## src/rtl/mul_operand_feeder.sv

```systemverilog
// rtl/mul_operand_feeder.sv - operand sequencer for the repeated-addition 16-bit multiplier
// 2-entry operand FIFO, A-then-B bus sequencing, zero bypass, done timeout and result stream.
`timescale 1ns/1ps
module mul_operand_feeder #(
  parameter int unsigned TIMEOUT = 65544
) (
  input  logic        i_clk,
  input  logic        i_rst,
  input  logic        i_in_valid,
  output logic        o_in_ready,
  input  logic [15:0] i_in_a,
  input  logic [15:0] i_in_b,
  output logic        o_mul_start,
  output logic [15:0] o_mul_data,
  output logic        o_mul_clr,
  input  logic        i_mul_done,
  input  logic [15:0] i_mul_product,
  output logic        o_res_valid,
  input  logic        i_res_ready,
  output logic [15:0] o_res_data,
  output logic        o_res_err
);

  localparam logic [16:0] LAST_WAIT = 17'(TIMEOUT - 1);

  typedef enum logic [2:0] {
    S_IDLE, S_START, S_SEND_A, S_SEND_B, S_WAIT, S_OUT
  } state_t;

  state_t      r_state;
  logic [15:0] r_fifo_a [2];
  logic [15:0] r_fifo_b [2];
  logic        r_wr_ptr;
  logic        r_rd_ptr;
  logic [1:0]  r_count;
  logic [15:0] r_ra;
  logic [15:0] r_rb;
  logic [16:0] r_counter;
  logic        r_mul_start;
  logic [15:0] r_mul_data;
  logic        r_mul_clr;
  logic [15:0] r_res_data;
  logic        r_res_err;

  logic        w_push;
  logic        w_pop;
  logic [15:0] w_head_a;
  logic [15:0] w_head_b;

  assign o_in_ready  = (r_count != 2'd2);
  assign w_push      = i_in_valid & o_in_ready;
  assign w_pop       = (r_state == S_IDLE) && (r_count != 2'd0);
  assign w_head_a    = r_fifo_a[r_rd_ptr];
  assign w_head_b    = r_fifo_b[r_rd_ptr];

  assign o_mul_start = r_mul_start;
  assign o_mul_data  = r_mul_data;
  assign o_mul_clr   = r_mul_clr;
  assign o_res_valid = (r_state == S_OUT);
  assign o_res_data  = r_res_data;
  assign o_res_err   = r_res_err;

  always_ff @(posedge i_clk) begin
    if (i_rst) begin
      r_wr_ptr <= 1'b0;
      r_rd_ptr <= 1'b0;
      r_count  <= 2'd0;
    end else begin
      if (w_push) begin
        r_fifo_a[r_wr_ptr] <= i_in_a;
        r_fifo_b[r_wr_ptr] <= i_in_b;
        r_wr_ptr           <= ~r_wr_ptr;
      end
      if (w_pop) begin
        r_rd_ptr <= ~r_rd_ptr;
      end
      case ({w_push, w_pop})
        2'b10:   r_count <= r_count + 2'd1;
        2'b01:   r_count <= r_count - 2'd1;
        default: r_count <= r_count;
      endcase
    end
  end

  // Bus outputs are set on the transition into each state so they are valid for the whole state.
  always_ff @(posedge i_clk) begin
    if (i_rst) begin
      r_state     <= S_IDLE;
      r_ra        <= 16'd0;
      r_rb        <= 16'd0;
      r_counter   <= 17'd0;
      r_mul_start <= 1'b0;
      r_mul_data  <= 16'd0;
      r_mul_clr   <= 1'b0;
      r_res_data  <= 16'd0;
      r_res_err   <= 1'b0;
    end else begin
      case (r_state)
        S_IDLE: begin
          if (w_pop) begin
            r_ra <= w_head_a;
            r_rb <= w_head_b;
            if ((w_head_a == 16'd0) || (w_head_b == 16'd0)) begin
              r_res_data <= 16'd0;
              r_res_err  <= 1'b0;
              r_state    <= S_OUT;
            end else begin
              r_mul_start <= 1'b1;
              r_mul_data  <= w_head_a;
              r_state     <= S_START;
            end
          end
        end
        S_START: begin
          r_mul_start <= 1'b0;
          r_state     <= S_SEND_A;
        end
        S_SEND_A: begin
          r_mul_data <= r_rb;
          r_state    <= S_SEND_B;
        end
        S_SEND_B: begin
          r_counter <= 17'd0;
          r_state   <= S_WAIT;
        end
        S_WAIT: begin
          r_counter <= r_counter + 17'd1;
          // done wins over an expiring timeout in the same cycle
          if (i_mul_done) begin
            r_res_data <= i_mul_product;
            r_res_err  <= 1'b0;
            r_mul_data <= 16'd0;
            r_mul_clr  <= 1'b1;
            r_state    <= S_OUT;
          end else if (r_counter == LAST_WAIT) begin
            r_res_data <= 16'd0;
            r_res_err  <= 1'b1;
            r_mul_data <= 16'd0;
            r_mul_clr  <= 1'b1;
            r_state    <= S_OUT;
          end
        end
        S_OUT: begin
          r_mul_clr <= 1'b0;
          if (i_res_ready) begin
            r_state <= S_IDLE;
          end
        end
        default: r_state <= S_IDLE;
      endcase
    end
  end

endmodule

```

## config.mk

```make
export PLATFORM = sky130hd
export DESIGN_NAME = mul_operand_feeder
export DESIGN_NICKNAME = d
export VERILOG_FILES = /design/src/rtl/mul_operand_feeder.sv
export SDC_FILE = /design/constraint.sdc
export NUM_CORES = 1
export LEC_CHECK = 0
export ABC_AREA = 1
export CAP_MARGIN = 20
export CORE_MARGIN = 2
export CORE_UTILIZATION = 38
export DETAILED_ROUTE_END_ITERATION = 10
export PLACE_DENSITY = 0.66
export SETUP_SLACK_MARGIN = 0.4
export SLEW_MARGIN = 20
export SYNTH_ARGS = -nofsm -noshare
export SYNTH_HDL_FRONTEND = slang
export SYNTH_SLANG_ARGS = --single-unit
```

## constraint.sdc

```tcl
create_clock -name i_clk -period 4.2 [get_ports i_clk]
set_clock_uncertainty 0.1 [all_clocks]
set_input_delay 0.42 -clock i_clk [delete_from_list [all_inputs] [get_ports i_clk]]
set_output_delay 0.42 -clock i_clk [all_outputs]
set_load 0.01 [all_outputs]
```

==> flow_summary.ini, run 1 <==
[global_routing]
grt.total_usage_pct = 16.50
grt_pass1_vias = 4443
grt_pass1_wl_mm = 21.93
grt_antenna_before_repair = 0
grt-ovfl-total = 0
grt_max_degree = 40

[power]
switchingPower_mw = 1.956
leakagePower_nw = 3.043
finalPower_mw = 5.281
seqPwrFrac_pct = 34.8
internal-power_mw = 3.325
irDropWorstVdd_uv = 386.3
comb_power_share_pct = 36.9
p_clk_share_pct = 28.3
p_per_area_nw_per_um2 = 684.0
swShare_pct = 37.04

[critical_path]
cp.arrival_ps = 2810
critPathMaxFanout = 34
cp-end-kind = flop
crit_type = flop to flop
start_kind = flop
crit_path_end = o_mul_data[4]
r2r_cells = 12
r2r_setup_slack_ps = 1640
required_ps = 4450
reg2reg_to = o_mul_data[4]

[clock_tree]
cts_max_level = 4
cts_tree = done
post_cts_buffers = 0
hold_buffers = 0
clkTransAtPathRegs_ps = 60
clk_latency_ps = 420
numCtsBuffers = 17
cts_root_buf = clkbuf_16
clockBufferDepth = 2
cts_resized = 0
clock_sinks = 140

[detailed_routing]
vias = 4963
ant_nets = 0
wl_met3_um = 755
vias_per_cell = 4.709
routed_wirelength_mm = 13.79
wl_met2_mm = 6.235
drt-pass1-iter-count = 5
top_layer = met4
wl_met1_mm = 6.598
drt_iter0_markers = 410
drc_errors = 0
wl_per_cell_um = 13.09

[die]
num_rows = 46
io_pins = 90
die_area_um2 = 17120
dieWidth_um = 130.9
core_area_um2 = 15830
chipHeight_um = 130.9
initial_core_util_pct = 38.63

[logic_synthesis]
yosysWarnings = 0
ys_types = 27
synth_fp_nets = 803
synthCells = 748
synthesis.area_um2 = 6115
seq_area_frac_synth_pct = 56.31
synthFlopType = dfxtp_1
ys_async_sr_fraction_pct = 0
avgSynthCellArea_um2 = 8.175
synth_edf_count = 64
synth_seq_cells = 140

[place]
preCtsSetupSlack_ps = 1661
io_buffers = 89
placed_cells = 1022
dpl.hpwl_mm = 9.415
placed_cell_area_um2 = 7133
place_congestion = 0.8300

[sta]
rsz0062_at_grt = no
max_slew_margin_pct = 40.50
hold_slack_ps = 349.9
setup_violations = 0
final.min_clock_period_ps = 2559
finalWorstSetupSlack_ps = 1641
fin_tns_setup_ps = 0
timing.fmax_mhz = 390.8
fin_crit_sh_pct = 60.92
hold_viol_final = 0
finalMaxSlewViolations = 0
tightest_slew_ps = 890.4

[status]
status = finished clean

[finish]
stdcell_count = 1054
final_util_pct = 48.78
area_growth_pct = 26.27
stdcell_area_um2 = 7721
antenna_cells = 0
nets = 880
final_layout_size_suffix_gt1_share_pct = 5.728

[flow_run]
drv_cap = 0

[worst_hold_path]
hp-class = flop to flop
[how the worst min path moves through the flow]
| stage | to | slack, ps | cells after the start | start |
|---|---|---|---|---|
| detailed placement | r_rb[1] | 340 | 2 | r_rb[1] |
| floorplan | r_rb[10] | 320 | 2 | r_rb[10] |
| CTS | r_rb[1] | 350 | 2 | r_rb[1] |
| global placement | r_rb[12] | 340 | 2 | r_rb[12] |
| global route | r_rb[0] | 380 | 2 | r_rb[0] |
| finish | r_rb[0] | 350 | 2 | r_rb[0] |
[critical path: stages, from the launching register on]
cell,delay [ps]
dfxtp_1,700
inv_4,270
nand2_1,130
nand2_1,110
nor2_1,120
nand2_1,50
nor2_1,120
nand2_1,90
nand2_1,80
nand2_2,340
nand3_1,210
nand2_1,60
nor2_1,100
[sequential cells by signal, indices dropped and copies added (netlist names), named ones only]
name / flops
r_fifo_a: 32
r_fifo_b: 32
r_counter: 17
o_mul_data: 16
o_res_data: 16
r_rb: 16
r_state: 3
r_count: 2
o_mul_clr: 1
o_mul_start: 1
o_res_err: 1
r_rd_ptr: 1
r_wr_ptr: 1
[cell families (layout without fill, tap and decap cells)]
| kind of cell | after synthesis | in the layout | synth area share [%] |
|---|---|---|---|
| buffers and inverters | 107 | 197 | 7.755 |
| AOI/OAI and AO/OA | 126 | 126 | 10.58 |
| and+or+nand+nor | 373 | 373 | 24.94 |
| DFF | 140 | 140 | 56.31 |
| adders and majority gates | 2 | 2 | 0.4092 |
[cell usage after synthesis (4+ instances only)]
master	instances	area share [%]
a21oi_1	71	5.8
buf_2	11	0.90
buf_6	7	1.3
clkbuf_1	19	1.2
dfxtp_1	76	25
edfxtp_1	64	31
inv_1	64	3.9
nand2_1	197	12
nand3_1	76	6.2
nand4_1	4	0.41
nor2_1	85	5.2
nor3_1	6	0.49
o21ai_0	47	3.8
[power by group through the flow]
stage | Combinational (mW) | Sequential, mW | Clock, mW
after CTS | 1.96 | 1.84 | 1.51
final | 1.95 | 1.84 | 1.49
after detailed placement | 1.96 | 1.87 | 0
after global placement | 1.93 | 1.86 | 0
after global routing | 2.23 | 1.86 | 1.58
after floorplan | 1.40 | 1.87 | 0
[metal layers]
| metal | global-route usage [%] | vias to the layer above |
|---|---|---|
| met5 | 0 | - |
| met3 | 4.153 | 18 |
| li1 | - | 2612 |
| met4 | 6.195 | 0 |
| met1 | 23.12 | 2202 |
| met2 | 24.75 | 131 |
[cells in the final DEF, fill, tap and decap left out, drive strengths merged]
| master | instances |
|---|---|
| nand4 | 4 |
| edfxtp | 64 |
| bufinv | 2 |
| o21a | 1 |
| clkinvlp | 3 |
| ha | 2 |
| buf | 9 |
| clkinv | 4 |
| and3 | 1 |
| o21bai | 3 |
| clkbuf | 18 |
| o211ai | 1 |
| o22ai | 1 |
| o21ai | 47 |
| nand2 | 200 |
| nand3 | 76 |
| nor2 | 86 |
| a21oi | 71 |
| clkdlybuf4s50 | 89 |
| inv | 72 |
| nor3 | 6 |
| dfxtp | 76 |
| a31oi | 2 |
[area by class of cell]
| cell class | count | area, um2 |
|---|---|---|
| fill | 1554 | 8107 |
| sequential | 140 | 3443 |
| multi-input combinational | 501 | 2207 |
| timing repair buffer | 98 | 958.4 |
| clock buffer | 18 | 429.2 |
| tap | 216 | 270.3 |
| inverter | 67 | 254.0 |
| clock inverter | 14 | 158.9 |
Note: power is estimated with default switching activity, not from simulation.
==> run 2: changes to the inputs <==
--- a/config.mk
+++ b/config.mk
@@ -10,7 +10,7 @@
 export CORE_MARGIN = 2
 export CORE_UTILIZATION = 38
 export DETAILED_ROUTE_END_ITERATION = 10
-export PLACE_DENSITY = 0.66
+export PLACE_DENSITY = 0.69
 export SETUP_SLACK_MARGIN = 0.4
 export SLEW_MARGIN = 20
 export SYNTH_ARGS = -nofsm -noshare
==> constraint.sdc (replaced) <==
create_clock -name i_clk -period 2.15 [get_ports i_clk]
set_clock_uncertainty 0.1 [all_clocks]
set_input_delay 0.215 -clock i_clk [delete_from_list [all_inputs] [get_ports i_clk]]
set_output_delay 0.215 -clock i_clk [all_outputs]
set_load 0.01 [all_outputs]
==> run 2 against run 1 <==
  * Worst hold slack worse by 71 ps
  * Power grew 130%
  * Setup slack got worse by 1500 ps
  * Fmax up 30%
  * Design area up 15%
  * Register-to-register slack lost 1500 ps
  * Routed wire length grew 18%
  * Combinational power rose to 3.0 times the previous value
  * Critical endpoint is now o_res_data[11]
==> flow_summary.ini, run 2 (same netlist as run 1, synthesis figures left out) <==
[sta]
finalMaxSlewViolations = 0
tightest_slew_ps = 674.3
hold_slack_ps = 278.9
timing.fmax_mhz = 506.4
final.min_clock_period_ps = 1975
setup_violations = 0
fin_tns_setup_ps = 0
max_slew_margin_pct = 55.05
hold_viol_final = 0
fin_crit_sh_pct = 91.85
rsz0062_at_grt = yes

[clock_tree]
cts_max_level = 4
cts_root_buf = clkbuf_16
cts_tree = done
clockBufferDepth = 2
numCtsBuffers = 17
clkTransAtPathRegs_ps = 60
clock_sinks = 140
clk_latency_ps = 420

[die]
num_rows = 46
die_area_um2 = 17120
io_pins = 90
initial_core_util_pct = 38.63
chipHeight_um = 130.9
dieWidth_um = 130.9
core_area_um2 = 15830

[critical_path]
r2r_cells = 14
r2r_setup_slack_ps = 180
cp_slowest_cell = dfxtp_4
cp-end-kind = flop
critPathMaxFanout = 8
path_common_cell = nand2_1
crit_buf_inv = 3
required_ps = 2400
start_kind = flop
crit_path_max_incr_delay_ps = 370
cp.arrival_ps = 2230
reg2reg_to = o_res_data[11]
cp_cell_sequence = buf_6 > clkbuf_16 > nand2_2 > nand2_2 > nor2_1 > nand2_1 > nor2_2 > nand2_4 > nand3_4 > buf_12 > nand2_8 > nand2_1 > nand2_1 > nor2_1
crit_type = flop to flop
path_delay_family = simple AND/OR/NAND/NOR gates

[detailed_routing]
drt-pass1-iter-count = 5
routed_wirelength_mm = 16.21
ant_nets = 0
wl_per_cell_um = 14.77
vias_per_cell = 5.003
vias = 5488
drc_errors = 0
drt_iter0_markers = 492

[place]
place_congestion = 0.8338
io_buffers = 89
dpl.hpwl_mm = 9.208
placed_cell_area_um2 = 7306

[global_routing]
grt_pass1_wl_mm = 23.68
grt.total_usage_pct = 17.82
grt-ovfl-total = 0
grt_antenna_before_repair = 0
grt_max_degree = 64
grt_pass1_vias = 4752

[flow_run]
drv_cap = 0

[worst_hold_path]
hold_end = r_fifo_a[1][5]
hp-class = input pin to flop
min_path_cells = 1
hold_start = i_in_a[5]

[finish]
final_cell_mix = 146 x nand2_1, 87 x clkdlybuf4s50_1, 68 x dfxtp_1
fill_cells = 1341
mostFrequentLayoutCell = nand2_1
area_growth_pct = 45.45
antenna_cells = 0
stdcell_area_um2 = 8894
nets = 924
top_regs = r_fifo_a (32), r_fifo_b (32), r_counter (17)
final_layout_size_suffix_gt1_share_pct = 23.04

[power]
leakagePower_nw = 3.502
finalPower_mw = 12.32
irDropWorstVdd_uv = 760.7
p_per_area_nw_per_um2 = 1385

[status]
status = finished clean
[run 2: layer usage]
layer / global-route usage (%) / vias up / part of all wire, %
li1: - / 2719 / -
met1: 24.33 / 2572 / 44
met2: 27.27 / 170 / 48
met3: 4.601 / 27 / 6.0
met4: 6.946 / 0 / 1.8
met5: 0 / - / 0
[run 2: timing repair]
item	4_1_cts	5_1_grt
gates resized for setup	31	133
setup buffers	6	15
hold buffers	0	0
gates cloned	4	10
endpoints found under the setup margin	44	48
pin swaps	7	33
[run 2: area by class of cell]
class,count,area (um2),share of cell area [%]
Clock buffer,18,429.2,4.826
Clock inverter,13,126.4,1.421
Inverter,67,266.5,2.997
Multi-Input combinational cell,501,2728,30.67
Sequential cell,140,3458,38.89
Tap cell,216,270.3,3.039
Timing Repair Buffer,139,1582,17.78
Timing Repair inverter,3,33.78,0.3799
[run 2: worst max path at each step]
stage	to	from	depth (start not counted)	slack (ps)
3_5_place_dp	o_res_data[0]	flop	13	150
3_3_place_gp	o_res_data[0]	flop	13	170
4_1_cts	o_res_data[7]	flop	11	260
6_report	o_res_data[11]	flop	14	180
2_1_floorplan	r_fifo_a[1][0]	r_count[0]	4	290
5_1_grt	o_mul_data[9]	flop	14	20
[run 2: report_power, final]
part,switching (mW),internal (mW)
sequential,0.260,3.34
clock,1.09,1.68
combinational,3.26,2.68
[run 2: per-stage QoR]
step	cells	worst slack [ps]	utilization [%]
floorplan	748	288.0	-
global placement	1031	165.1	46.16
detailed placement	1031	145.5	46.16
CTS	1072	260.2	51.26
global route	1097	16.20	56.19
finish	1097	175.1	56.19
==> run 3: changes to the inputs <==
--- a/config.mk
+++ b/config.mk
@@ -9,10 +9,13 @@
 export CAP_MARGIN = 20
 export CORE_MARGIN = 2
 export CORE_UTILIZATION = 38
+export CTS_CLUSTER_DIAMETER = 60
 export DETAILED_ROUTE_END_ITERATION = 10
+export HOLD_SLACK_MARGIN = 0.03
 export PLACE_DENSITY = 0.69
 export SETUP_SLACK_MARGIN = 0.4
 export SLEW_MARGIN = 20
 export SYNTH_ARGS = -nofsm -noshare
 export SYNTH_HDL_FRONTEND = slang
 export SYNTH_SLANG_ARGS = --single-unit
+export TNS_END_PERCENT = 100
==> results of run 3 <==
The final DEF is identical to that of run 2; final timing and power are the same.
